==> src/rtl/pc_stack_pkg.sv <==
// Shared types for the program-counter unit: decoder operation codes and FSM states.
package pc_pkg;

  typedef enum logic [2:0] {
    NEXT     = 3'd0,
    REL      = 3'd1,
    ABS      = 3'd2,
    CALL_REL = 3'd3,
    CALL_ABS = 3'd4,
    RET      = 3'd5,
    HALT     = 3'd6
  } pc_op_t;

  // State literals carry an S_ prefix so they do not collide with the HALT operation.
  typedef enum logic {
    S_RUN  = 1'b0,
    S_HALT = 1'b1
  } pc_state_t;

endpackage

==> src/rtl/pc_stack_if.sv <==
// Decoder-to-PC-unit bundle: the decoder (master) drives operations, the PC unit (slave) reports state.
interface pc_stack_if #(
  parameter int D = 10,
  parameter int S = 4
);
  logic                 stall;
  logic [2:0]           op;
  logic [D-1:0]         target;
  logic [D-1:0]         prog_ctr;
  logic                 halted;
  logic [$clog2(S):0]   depth;
  logic                 stk_ovf;
  logic                 stk_unf;

  modport master (
    output stall, op, target,
    input  prog_ctr, halted, depth, stk_ovf, stk_unf
  );

  modport slave (
    input  stall, op, target,
    output prog_ctr, halted, depth, stk_ovf, stk_unf
  );
endinterface

==> src/rtl/pc_stack_ras.sv <==
// Circular return-address stack; a push while full silently overwrites the oldest entry.
module ras #(
  parameter int D = 10,
  parameter int S = 4
) (
  input  logic               clk,
  input  logic               reset,
  input  logic               push,
  input  logic               pop,
  input  logic [D-1:0]       push_data,
  output logic [D-1:0]       top,
  output logic [$clog2(S):0] depth,
  output logic               full,
  output logic               empty
);
  localparam int PW = $clog2(S);
  localparam logic [PW:0] FULL_CNT = S[PW:0];

  logic [D-1:0]  r_mem [S];
  logic [PW-1:0] r_ptr;
  logic [PW:0]   r_count;

  always_ff @(posedge clk) begin
    if (push) r_mem[r_ptr] <= push_data;
  end

  // r_ptr is the next write slot; once full it already points at the oldest entry.
  always_ff @(posedge clk) begin
    if (reset) begin
      r_ptr   <= '0;
      r_count <= '0;
    end else if (push) begin
      r_ptr <= r_ptr + PW'(1);
      if (!full) r_count <= r_count + (PW+1)'(1);
    end else if (pop && !empty) begin
      r_ptr   <= r_ptr - PW'(1);
      r_count <= r_count - (PW+1)'(1);
    end
  end

  assign top   = r_mem[r_ptr - PW'(1)];
  assign depth = r_count;
  assign full  = (r_count == FULL_CNT);
  assign empty = (r_count == '0);
endmodule

==> src/rtl/pc_stack.sv <==
// Program-counter unit: next-PC selection, call/return via the RAS, stall and terminal HALT.
module pc_stack
  import pc_pkg::*;
#(
  parameter int D = 10,
  parameter int S = 4,
  parameter logic [D-1:0] START = '0
) (
  input  logic       clk,
  input  logic       reset,
  pc_stack_if.slave  bus
);
  logic [D-1:0]       r_pc;
  pc_state_t          r_state;
  logic               r_ovf;
  logic               r_unf;

  pc_op_t             w_op;
  logic               w_run;
  logic [D-1:0]       w_pc_inc;
  logic [D-1:0]       w_next_pc;
  logic [D-1:0]       w_top;
  logic               w_push;
  logic               w_pop;
  logic               w_full;
  logic               w_empty;
  logic [$clog2(S):0] w_depth;

  assign w_op     = pc_op_t'(bus.op);
  assign w_run    = (r_state == S_RUN) && !bus.stall;
  assign w_pc_inc = r_pc + D'(1);

  // Push/pop are gated by w_run so a stalled or halted cycle leaves the RAS untouched.
  always_comb begin
    w_next_pc = w_pc_inc;
    w_push    = 1'b0;
    w_pop     = 1'b0;
    case (w_op)
      REL:      w_next_pc = r_pc + bus.target;
      ABS:      w_next_pc = bus.target;
      CALL_REL: begin
        w_next_pc = r_pc + bus.target;
        w_push    = w_run;
      end
      CALL_ABS: begin
        w_next_pc = bus.target;
        w_push    = w_run;
      end
      RET: begin
        w_next_pc = w_empty ? w_pc_inc : w_top;
        w_pop     = w_run && !w_empty;
      end
      HALT:     w_next_pc = r_pc;
      default:  w_next_pc = w_pc_inc;
    endcase
  end

  ras #(.D(D), .S(S)) u_ras (
    .clk       (clk),
    .reset     (reset),
    .push      (w_push),
    .pop       (w_pop),
    .push_data (w_pc_inc),
    .top       (w_top),
    .depth     (w_depth),
    .full      (w_full),
    .empty     (w_empty)
  );

  always_ff @(posedge clk) begin
    if (reset) begin
      r_pc    <= START;
      r_state <= S_RUN;
      r_ovf   <= 1'b0;
      r_unf   <= 1'b0;
    end else if (w_run) begin
      r_pc <= w_next_pc;
      if (w_op == HALT)          r_state <= S_HALT;
      if (w_push && w_full)      r_ovf   <= 1'b1;
      if (w_op == RET && w_empty) r_unf  <= 1'b1;
    end
  end

  assign bus.prog_ctr = r_pc;
  assign bus.halted   = (r_state == S_HALT);
  assign bus.depth    = w_depth;
  assign bus.stk_ovf  = r_ovf;
  assign bus.stk_unf  = r_unf;
endmodule

==> src/flat_wrapper.sv <==
// flat-port wrapper written by rule: the top's interface ports become plain ports
module pc_stack_flat import pc_pkg::*;
#(
  parameter int D = 10,
  parameter int S = 4,
  parameter logic [D-1:0] START = '0
)
  (clk, reset, bus_stall, bus_op, bus_target, bus_prog_ctr, bus_halted, bus_depth, bus_stk_ovf, bus_stk_unf);
  pc_stack_if #(.D(D), .S(S)) bus_i ();
  input  logic clk;
  input  logic reset;
  input wire logic [$bits(bus_i.stall)-1:0] bus_stall;
  input wire logic [$bits(bus_i.op)-1:0] bus_op;
  input wire logic [$bits(bus_i.target)-1:0] bus_target;
  output wire logic [$bits(bus_i.prog_ctr)-1:0] bus_prog_ctr;
  output wire logic [$bits(bus_i.halted)-1:0] bus_halted;
  output wire logic [$bits(bus_i.depth)-1:0] bus_depth;
  output wire logic [$bits(bus_i.stk_ovf)-1:0] bus_stk_ovf;
  output wire logic [$bits(bus_i.stk_unf)-1:0] bus_stk_unf;
  assign bus_i.stall = bus_stall;
  assign bus_i.op = bus_op;
  assign bus_i.target = bus_target;
  assign bus_prog_ctr = bus_i.prog_ctr;
  assign bus_halted = bus_i.halted;
  assign bus_depth = bus_i.depth;
  assign bus_stk_ovf = bus_i.stk_ovf;
  assign bus_stk_unf = bus_i.stk_unf;
  pc_stack #(.D(D), .S(S), .START(START)) u_core (.clk(clk), .reset(reset), .bus(bus_i));
endmodule
==> config.mk <==
export PLATFORM = sky130hd
export DESIGN_NAME = pc_stack_flat
export DESIGN_NICKNAME = d
export VERILOG_FILES = /design/src/rtl/pc_stack_pkg.sv /design/src/rtl/pc_stack_if.sv /design/src/rtl/pc_stack_ras.sv /design/src/rtl/pc_stack.sv /design/src/flat_wrapper.sv
export SDC_FILE = /design/constraint.sdc
export NUM_CORES = 1
export LEC_CHECK = 0
export ABC_CLOCK_PERIOD_IN_PS = 4600
export BUFFER_PORTS_ARGS = -buffer_cell sky130_fd_sc_hd__buf_4
export CAP_MARGIN = 20
export CORE_AREA = 2 2 79 81
export DETAILED_ROUTE_END_ITERATION = 10
export DIE_AREA = 0 0 81 83
export PLACE_DENSITY = 0.82
export SKIP_CTS_REPAIR_TIMING = 1
export SLEW_MARGIN = 20
export SYNTH_ARGS = -nofsm -noshare
export SYNTH_HDL_FRONTEND = slang
export SYNTH_SLANG_ARGS = --single-unit
==> constraint.sdc <==
create_clock -name clk -period 4.6 [get_ports clk]
set_clock_uncertainty 0.2 [all_clocks]
set_input_delay 0.92 -clock clk [delete_from_list [all_inputs] [get_ports clk]]
set_output_delay 0.92 -clock clk [all_outputs]
set_load 0.02 [all_outputs]
# ---- Yosys cells after proc, flatten, opt, wreduce, memory -nomap -nowiden
# Memory sizes are Yosys's and may differ from the RTL's.
# Index checks and enable logic that the tools add are counted.
dict set report classes {
  add_sub_neg 6
  eq_ne 8
  mux 11
  bitwise_logic 2
  reduce_logical 17
}
# cell n
set op_table {}
lappend op_table {{case mux 10 bit (4 select lines)} 1}
lappend op_table {{== test 3 bit (second input constant)} 4}
lappend op_table {{adder 10 x 1 -> 10 bit (second input constant)} 1}
lappend op_table {{adder 10 bit} 1}
lappend op_table {{2-to-1 mux 10 bit} 1}
lappend op_table {{AND reduction 2 bit} 5}
lappend op_table {{2-to-1 mux 3 bit} 3}
lappend op_table {{== test 3 x 2 -> 1 bit (second input constant)} 2}
lappend op_table {{OR reduction 2 bit} 3}
lappend op_table {{logical AND 1 bit} 5}
lappend op_table {{2-to-1 mux 1 bit} 4}
lappend op_table {{2-to-1 mux 2 bit} 2}
lappend op_table {{adder 3 x 1 -> 3 bit (second input constant)} 1}
lappend op_table {{== test 3 x 1 -> 1 bit (second input constant)} 1}
lappend op_table {{logical NOT 3 bit} 1}
lappend op_table {{subtractor 3 x 1 -> 3 bit (second input constant)} 1}
lappend op_table {{adder 2 x 1 -> 2 bit (second input constant)} 1}
lappend op_table {{logical NOT 1 bit} 2}
lappend op_table {{!= test 2 bit (second input constant)} 1}
lappend op_table {{inverter 1 bit} 2}
lappend op_table {{nonzero test 2 bit} 1}
lappend op_table {{subtractor 2 x 1 -> 2 bit (second input constant)} 1}
dict set report word_totals {
  register_bits 18
  mem_bits_rw 40
  in_bits 16
  out_inout_bits 16
  word_cells 51
  memories 1
}
# name words word_bits rd rd_clocked_by_memory_dff write_ports line
set mem_list {}
lappend mem_list {u_core.u_ras.r_mem 4 10 1 0 1 pc_stack_ras.sv:19} ;# logic [D-1:0] r_mem [S];

# ---- Depth between registers and ports, before layout
dict set report logic_depth {
  ltp_word 7
  ltp_mapped 8
}

# ---- Modules after synthesis
# A second synthesis with hierarchy kept.
dict set report unflattened {
  hier_cells 278
  hier_area_um2 3199.3
}
# module instances cells_each area_per_inst_um2 seq_area_each_um2
set modules_own_cells {}
lappend modules_own_cells {ras 1 100 1829.3 1301.2}
lappend modules_own_cells {pc_stack 1 178 1370.1 260.2}

# ---- Worst setup path before layout
# No wires, ideal clock.
dict set report synth_timing {
  kind {input to register}
  startpoint {input port bus_stall}
  endpoint {register u_core.u_ras.r_count[2], in the netlist u_core.u_ras.depth[2]}
  setup_ns 0.071
  t_arrival_ns 2.617
  required_ns 4.329
  path_slack_ns 1.712
  stages 8
  path_buffers 1
  cell_sequence {or2_2 -> clkbuf_1 -> a21oi_4 -> inv_1 -> fa_1 -> xor2_1 -> or3_1 -> a21oi_1}
}
dict set report synth_between {
  elab_chain_len 7
  word_cells_on_any_way 10
  cone_classes {eq/ne (1); mux (3); reduce/logical (6)}
}
# element line
set synth_rtl {}
lappend synth_rtl {{from (decl)} flat_wrapper.sv:12} ;# input wire logic [$bits(bus_i.stall)-1:0] bus_stall;
lappend synth_rtl {{logical NOT 1 bit *} pc_stack.sv:30} ;# assign w_run = (r_state == S_RUN) && !bus.stall;
lappend synth_rtl {{logical AND 1 bit *} pc_stack.sv:30}
lappend synth_rtl {{logical AND 1 bit} pc_stack.sv:51} ;# w_pop = w_run && !w_empty;
lappend synth_rtl {{2-to-1 mux 1 bit} pc_stack.sv:38} ;# case (w_op)
lappend synth_rtl {{logical AND 1 bit} pc_stack_ras.sv:35} ;# end else if (pop && !empty) begin
lappend synth_rtl {{nonzero test 2 bit (no line)} n/a}
lappend synth_rtl {{AND reduction 2 bit (no line)} n/a}
lappend synth_rtl {{to (signal assigned)} pc_stack_ras.sv:34} ;# if (!full) r_count <= r_count + (PW+1)'(1);
lappend synth_rtl {{to (signal assigned)} pc_stack_ras.sv:37} ;# r_count <= r_count - (PW+1)'(1);
lappend synth_rtl {{to (decl)} pc_stack_ras.sv:21} ;# logic [PW:0] r_count;
# Every way passes the cells marked *; elsewhere a longest branch is shown, timed or not.
# A chain may end at the register's enable or synchronous reset.

# ---- Worst setup path after layout
dict set report layout_timing {
  startpoint {input port bus_op[1]}
  endpoint {register u_core.u_ras.r_count[2], in the netlist u_core.u_ras.depth[2]}
}
dict set report layout_between {
  elab_chain_len 5
  word_cells_on_any_way 11
  cone_classes {eq/ne (4); mux (3); reduce/logical (4)}
}
# element line
set layout_rtl {}
lappend layout_rtl {{from (decl)} flat_wrapper.sv:13} ;# input wire logic [$bits(bus_i.op)-1:0] bus_op;
lappend layout_rtl {{== test 3 x 2 -> 1 bit / == test 3 bit (equally long branches)} pc_stack.sv:38}
lappend layout_rtl {{OR reduction 2 bit (no line) / 2-to-1 mux 1 bit (equally long branches)} n/a}
lappend layout_rtl {{2-to-1 mux 1 bit / logical AND 1 bit (equally long branches)} {pc_stack.sv:38, pc_stack_ras.sv:35}}
lappend layout_rtl {{!= test 2 bit (no line) / nonzero test 2 bit (equally long branches)} n/a}
lappend layout_rtl {{AND reduction 2 bit (no line)} n/a}
# Parallel ways exist; a longest one is shown, timed or not.

==> parameters.txt <==
Parameter                              Value

Layout
  Number of diodes added for antenna fixing ... 0
  Area Growth Syn to Fin ... 13.92%
  Layout cell share with drive strength beyond 1 ... 0.1993
  Net count, final ... 334

Setup path
  Register-to-Register Setup Slack ... 1.80 ns
  Category of the most critical setup path ... in2reg
  Arrival time of data at the critical path endpoint ... 2.92 ns
  Kind of end point of the critical path ... flop
  Critical-path cell with the highest stage delay ... sky130_fd_sc_hd__or3b_4
  Critical path required time ... 4.66 ns
  Worst path top cell family by delay ... simple AND/OR/NAND/NOR gates
  Timing startpoint of the critical path ... bus_op[1]
  CP Launch Type ... primary input
  CP max stage delay ... 0.41 ns
  Bufs and invs on worst path ... 2
  Launch instance of the worst register-to-register path ... u_core.u_ras.r_ptr[0]
  Crit path max fanout ... 15
  Cell Chain, Critical Path ... buf_4 -> or3b_4 -> a21oi_4 -> inv_1 -> fa_1 -> xor2_1 -> or3_1 -> a21oi_1

Hold path
  Class of the most critical hold timing path ... reg2reg
  Startpoint of the worst hold path ... u_core.bus.stk_unf

Clock tree
  Register clock-pin slew on the reported worst setup and hold paths ... 0.06 ns
  Cell chosen for the clock root ... sky130_fd_sc_hd__clkbuf_8
  CTS Buffer Depth ... 2
  CTS tree ... done
  Deepest level of the CTS H-tree ... 3
  Number of clock sinks seen by CTS ... 58
  Number of buffers inserted during clock tree synthesis ... 9
  Clock latency at the later pin of the worst-skew pair ... 0.33 ns

Detailed routing
  Violation count after the first detailed-routing iteration ... 138
  Detailed-route vias per instance ... 6.273
  Pre-Repair DR Iteration Count ... 4
  Total wire length after detailed routing ... 7365 µm
  Vias after detailed routing ... 2390
  WL/cell ... 19.33 µm
  Number of DRC violations after detailed routing ... 0
  Number of nets with antenna violations after routing ... 0

Pwr
  Portion of total power attributed to sequential cells ... 0.496
  Sum of internal, switching and leakage power ... 1.227 mW
  Largest vdd supply drop ... 0.1700 mV
  PwrDens ... 342.3 nW/µm²
  Design internal power ... 0.8747 mW
  Clock group share of total power ... 0.307
  Total net switching power ... 0.3520 mW
  Share of total power in combinational logic ... 0.197
  Leakage power ... 1.350 nW
  Switching Share ... 0.2869

Logic synthesis
  Post-Syn Instances ... 269
  Portion of the post-synthesis area used by sequential elements ... 0.4964
  Leading cell types by count after synthesis ... 40 x sky130_fd_sc_hd__edfxtp_1, 22 x sky130_fd_sc_hd__nor2_1, 18 x sky130_fd_sc_hd__dfxtp_1, 16 x sky130_fd_sc_hd__a21oi_1, 16 x sky130_fd_sc_hd__o21ai_0
  Mean instance size in the synthesized netlist ... 11.69 µm²
  Most used flip-flop cell after synthesis ... sky130_fd_sc_hd__edfxtp_1
  Number of enable flip-flop cells after synthesis ... 40
  Post-synthesis net count ... 301
  Post-synth top area cell ... sky130_fd_sc_hd__edfxtp_1
  Share of synthesized flip-flops with an asynchronous set or reset ... 0
  Post-synth cell types ... 53
  Count leader, synth ... sky130_fd_sc_hd__edfxtp_1
  Area of the mapped netlist ... 3146 µm²
  Area contributors post-synth ... sky130_fd_sc_hd__edfxtp_1 38%, sky130_fd_sc_hd__dfxtp_1 11%, sky130_fd_sc_hd__mux4_2 7.2%, sky130_fd_sc_hd__ha_1 5.6%, sky130_fd_sc_hd__nor2_1 2.6%
  Number of synthesis warnings ... 0
  Number of register bits inferred by synthesis ... 58
  Fraction of post-synthesis cell area in the top cell type by area ... 0.3819

Timing
  Worst Max-Slew Pin Slew ... 0.7667 ns
  Setup WS post-layout ... 1.740 ns
  Count of endpoints failing hold in the final timing report ... 0
  Minimum period implied by the final worst setup slack ... 2.860 ns
  Final worst-path cycle share ... 0.6217
  RSZ-0062 raised after global routing ... false
  Relative slew slack ... 0.4878
  Setup-violating endpoint count in the final report ... 0
  Sum of negative setup slack ... 0 ns
  Number of max-slew violations in the final report ... 0
  Top achievable clock speed ... 0.3497 GHz

GRT
  Total GRT Usage ... 0.2342
  Vias in the first global route ... 2345
  Residual overflow from global routing ... 0
  Initial antenna violation count ... 0
  Global-route wire length before repair ... 11720 µm
  Maximum number of pins on one net before global-route repair ... 16

Placed design
  HPWL Detailed ... 5303 µm
  Buffers on Ports ... 31
  Pre-CTS WS ... 1.412 ns
  Final weighted congestion in routability-driven placement ... 0.8729

Die
  Die Ht ... 83 µm
  Site Rows ... 28
  Width of the chip ... 81 µm
  Area of the core ... 5816 µm²
  Area of the die ... 6723 µm²
  Count of pins on the block boundary ... 32
  Initial core utilization ... 0.5409

Status
  Outcome ... finished clean

Flow run
  Reported max-cap violation count ... 0
-- sequential cells by signal, indices dropped and copies added, names as in the netlist --
name and count:
u_core.u_ras.r_mem 40, u_core.bus.prog_ctr 10, u_core.u_ras.depth 3, u_core.u_ras.r_ptr 2
u_core.bus.halted 1, u_core.bus.stk_ovf 1, u_core.bus.stk_unf 1
-- stage by stage --
| stage | cell area, µm² | utilization | std cells | hold slack (ns) |
|---|---|---|---|---|
| floorplan | 3146 | - | 269 | 0.2807 |
| CTS | 3583 | 0.6162 | 381 | 0.2826 |
| finish | 3583 | 0.6162 | 381 | 0.2821 |
| global route | 3583 | 0.6162 | 381 | 0.3151 |
| detailed placement | 3432 | 0.5901 | 366 | 0.2640 |
| global placement | 3432 | 0.5901 | 366 | 0.2577 |
-- path summary, 6_finish.rpt --
| path | end | cells after the start |
|---|---|---|
| max | u_core.u_ras.depth[2] | 8 |
| min | u_core.bus.stk_unf | 2 |
| max reg2reg | u_core.bus.prog_ctr[9] | 7 |
| min reg2reg | u_core.bus.stk_unf | 2 |
-- metal layers --
metal | share of wire | global-route usage
met4 | 0.040 | 0.1202
met1 | 0.41 | 0.3042
met2 | 0.49 | 0.3606
met5 | 0 | 0
met3 | 0.069 | 0.05761
-- cells by family (layout without fill, tap and decap cells) --
kind of cell	Yosys count	in the layout	synth area share
simple gates	78	78	0.1305
compound gates	73	73	0.1623
flops	58	58	0.4964
buf+inv	18	55	0.02585
fa+ha+maj	16	16	0.06842
xor+xnor	15	15	0.04177
mux	11	11	0.07478
-- area by class of cell --
class | count | area (µm²)
Fill cell | 466 | 2232
Sequential cell | 58 | 1562
Multi-Input combinational cell | 193 | 1503
Timing Repair Buffer | 33 | 247.7
Clock buffer | 11 | 131.4
Tap cell | 75 | 93.84
Inverter | 7 | 26.28
Clock inverter | 4 | 20.02
-- worst register-to-register path: cells and delay by family, from the launching register on --
kind,cells,cell delay [ns]
AO/OA/AOI/OAI,3,0.75
adder cells (fa/ha/maj),1,0.64
multiplexers,1,0.40
flip-flops,1,0.31
buffers and inverters,2,0.39
-- power groups by stage --
stage | clock [mW] | combinational, mW | sequential, mW
2_1_floorplan | 0 | 0.151 | 0.627
3_3_place_gp | 0 | 0.230 | 0.618
3_5_place_dp | 0 | 0.239 | 0.619
4_1_cts | 0.384 | 0.241 | 0.608
5_1_grt | 0.405 | 0.265 | 0.610
6_report | 0.377 | 0.242 | 0.608
-- cell usage in the layout, fill, tap and decap left out, drive strengths merged, types with 2 or more instances in the layout --
| master | netlist | layout |
|---|---|---|
| or3 | 4 | 4 |
| a211o | 4 | 4 |
| edfxtp | 40 | 40 |
| nor2b | 3 | 3 |
| nor3 | 3 | 3 |
| nand2b | 3 | 3 |
| a211oi | 5 | 5 |
| a21o | 4 | 4 |
| nand3b | 2 | 2 |
| nor2 | 22 | 22 |
| o31ai | 2 | 2 |
| dfxtp | 18 | 18 |
| a221oi | 4 | 4 |
| mux4 | 10 | 10 |
| o21ai | 16 | 16 |
| and4 | 2 | 2 |
| xor2 | 8 | 8 |
| ha | 14 | 14 |
| and3 | 3 | 3 |
| clkbuf | 4 | 11 |
| nand4 | 2 | 2 |
| nand2 | 13 | 13 |
| o21a | 2 | 2 |
| a221o | 5 | 5 |
| buf | 7 | 33 |
| xnor2 | 7 | 7 |
| nand3 | 7 | 7 |
| and2 | 7 | 7 |
| fa | 2 | 2 |
| a21oi | 17 | 17 |
| a31oi | 3 | 3 |
| clkinv | 0 | 4 |
| or2 | 2 | 2 |
| inv | 7 | 7 |
No activity file was read; power rests on OpenSTA's default activity.
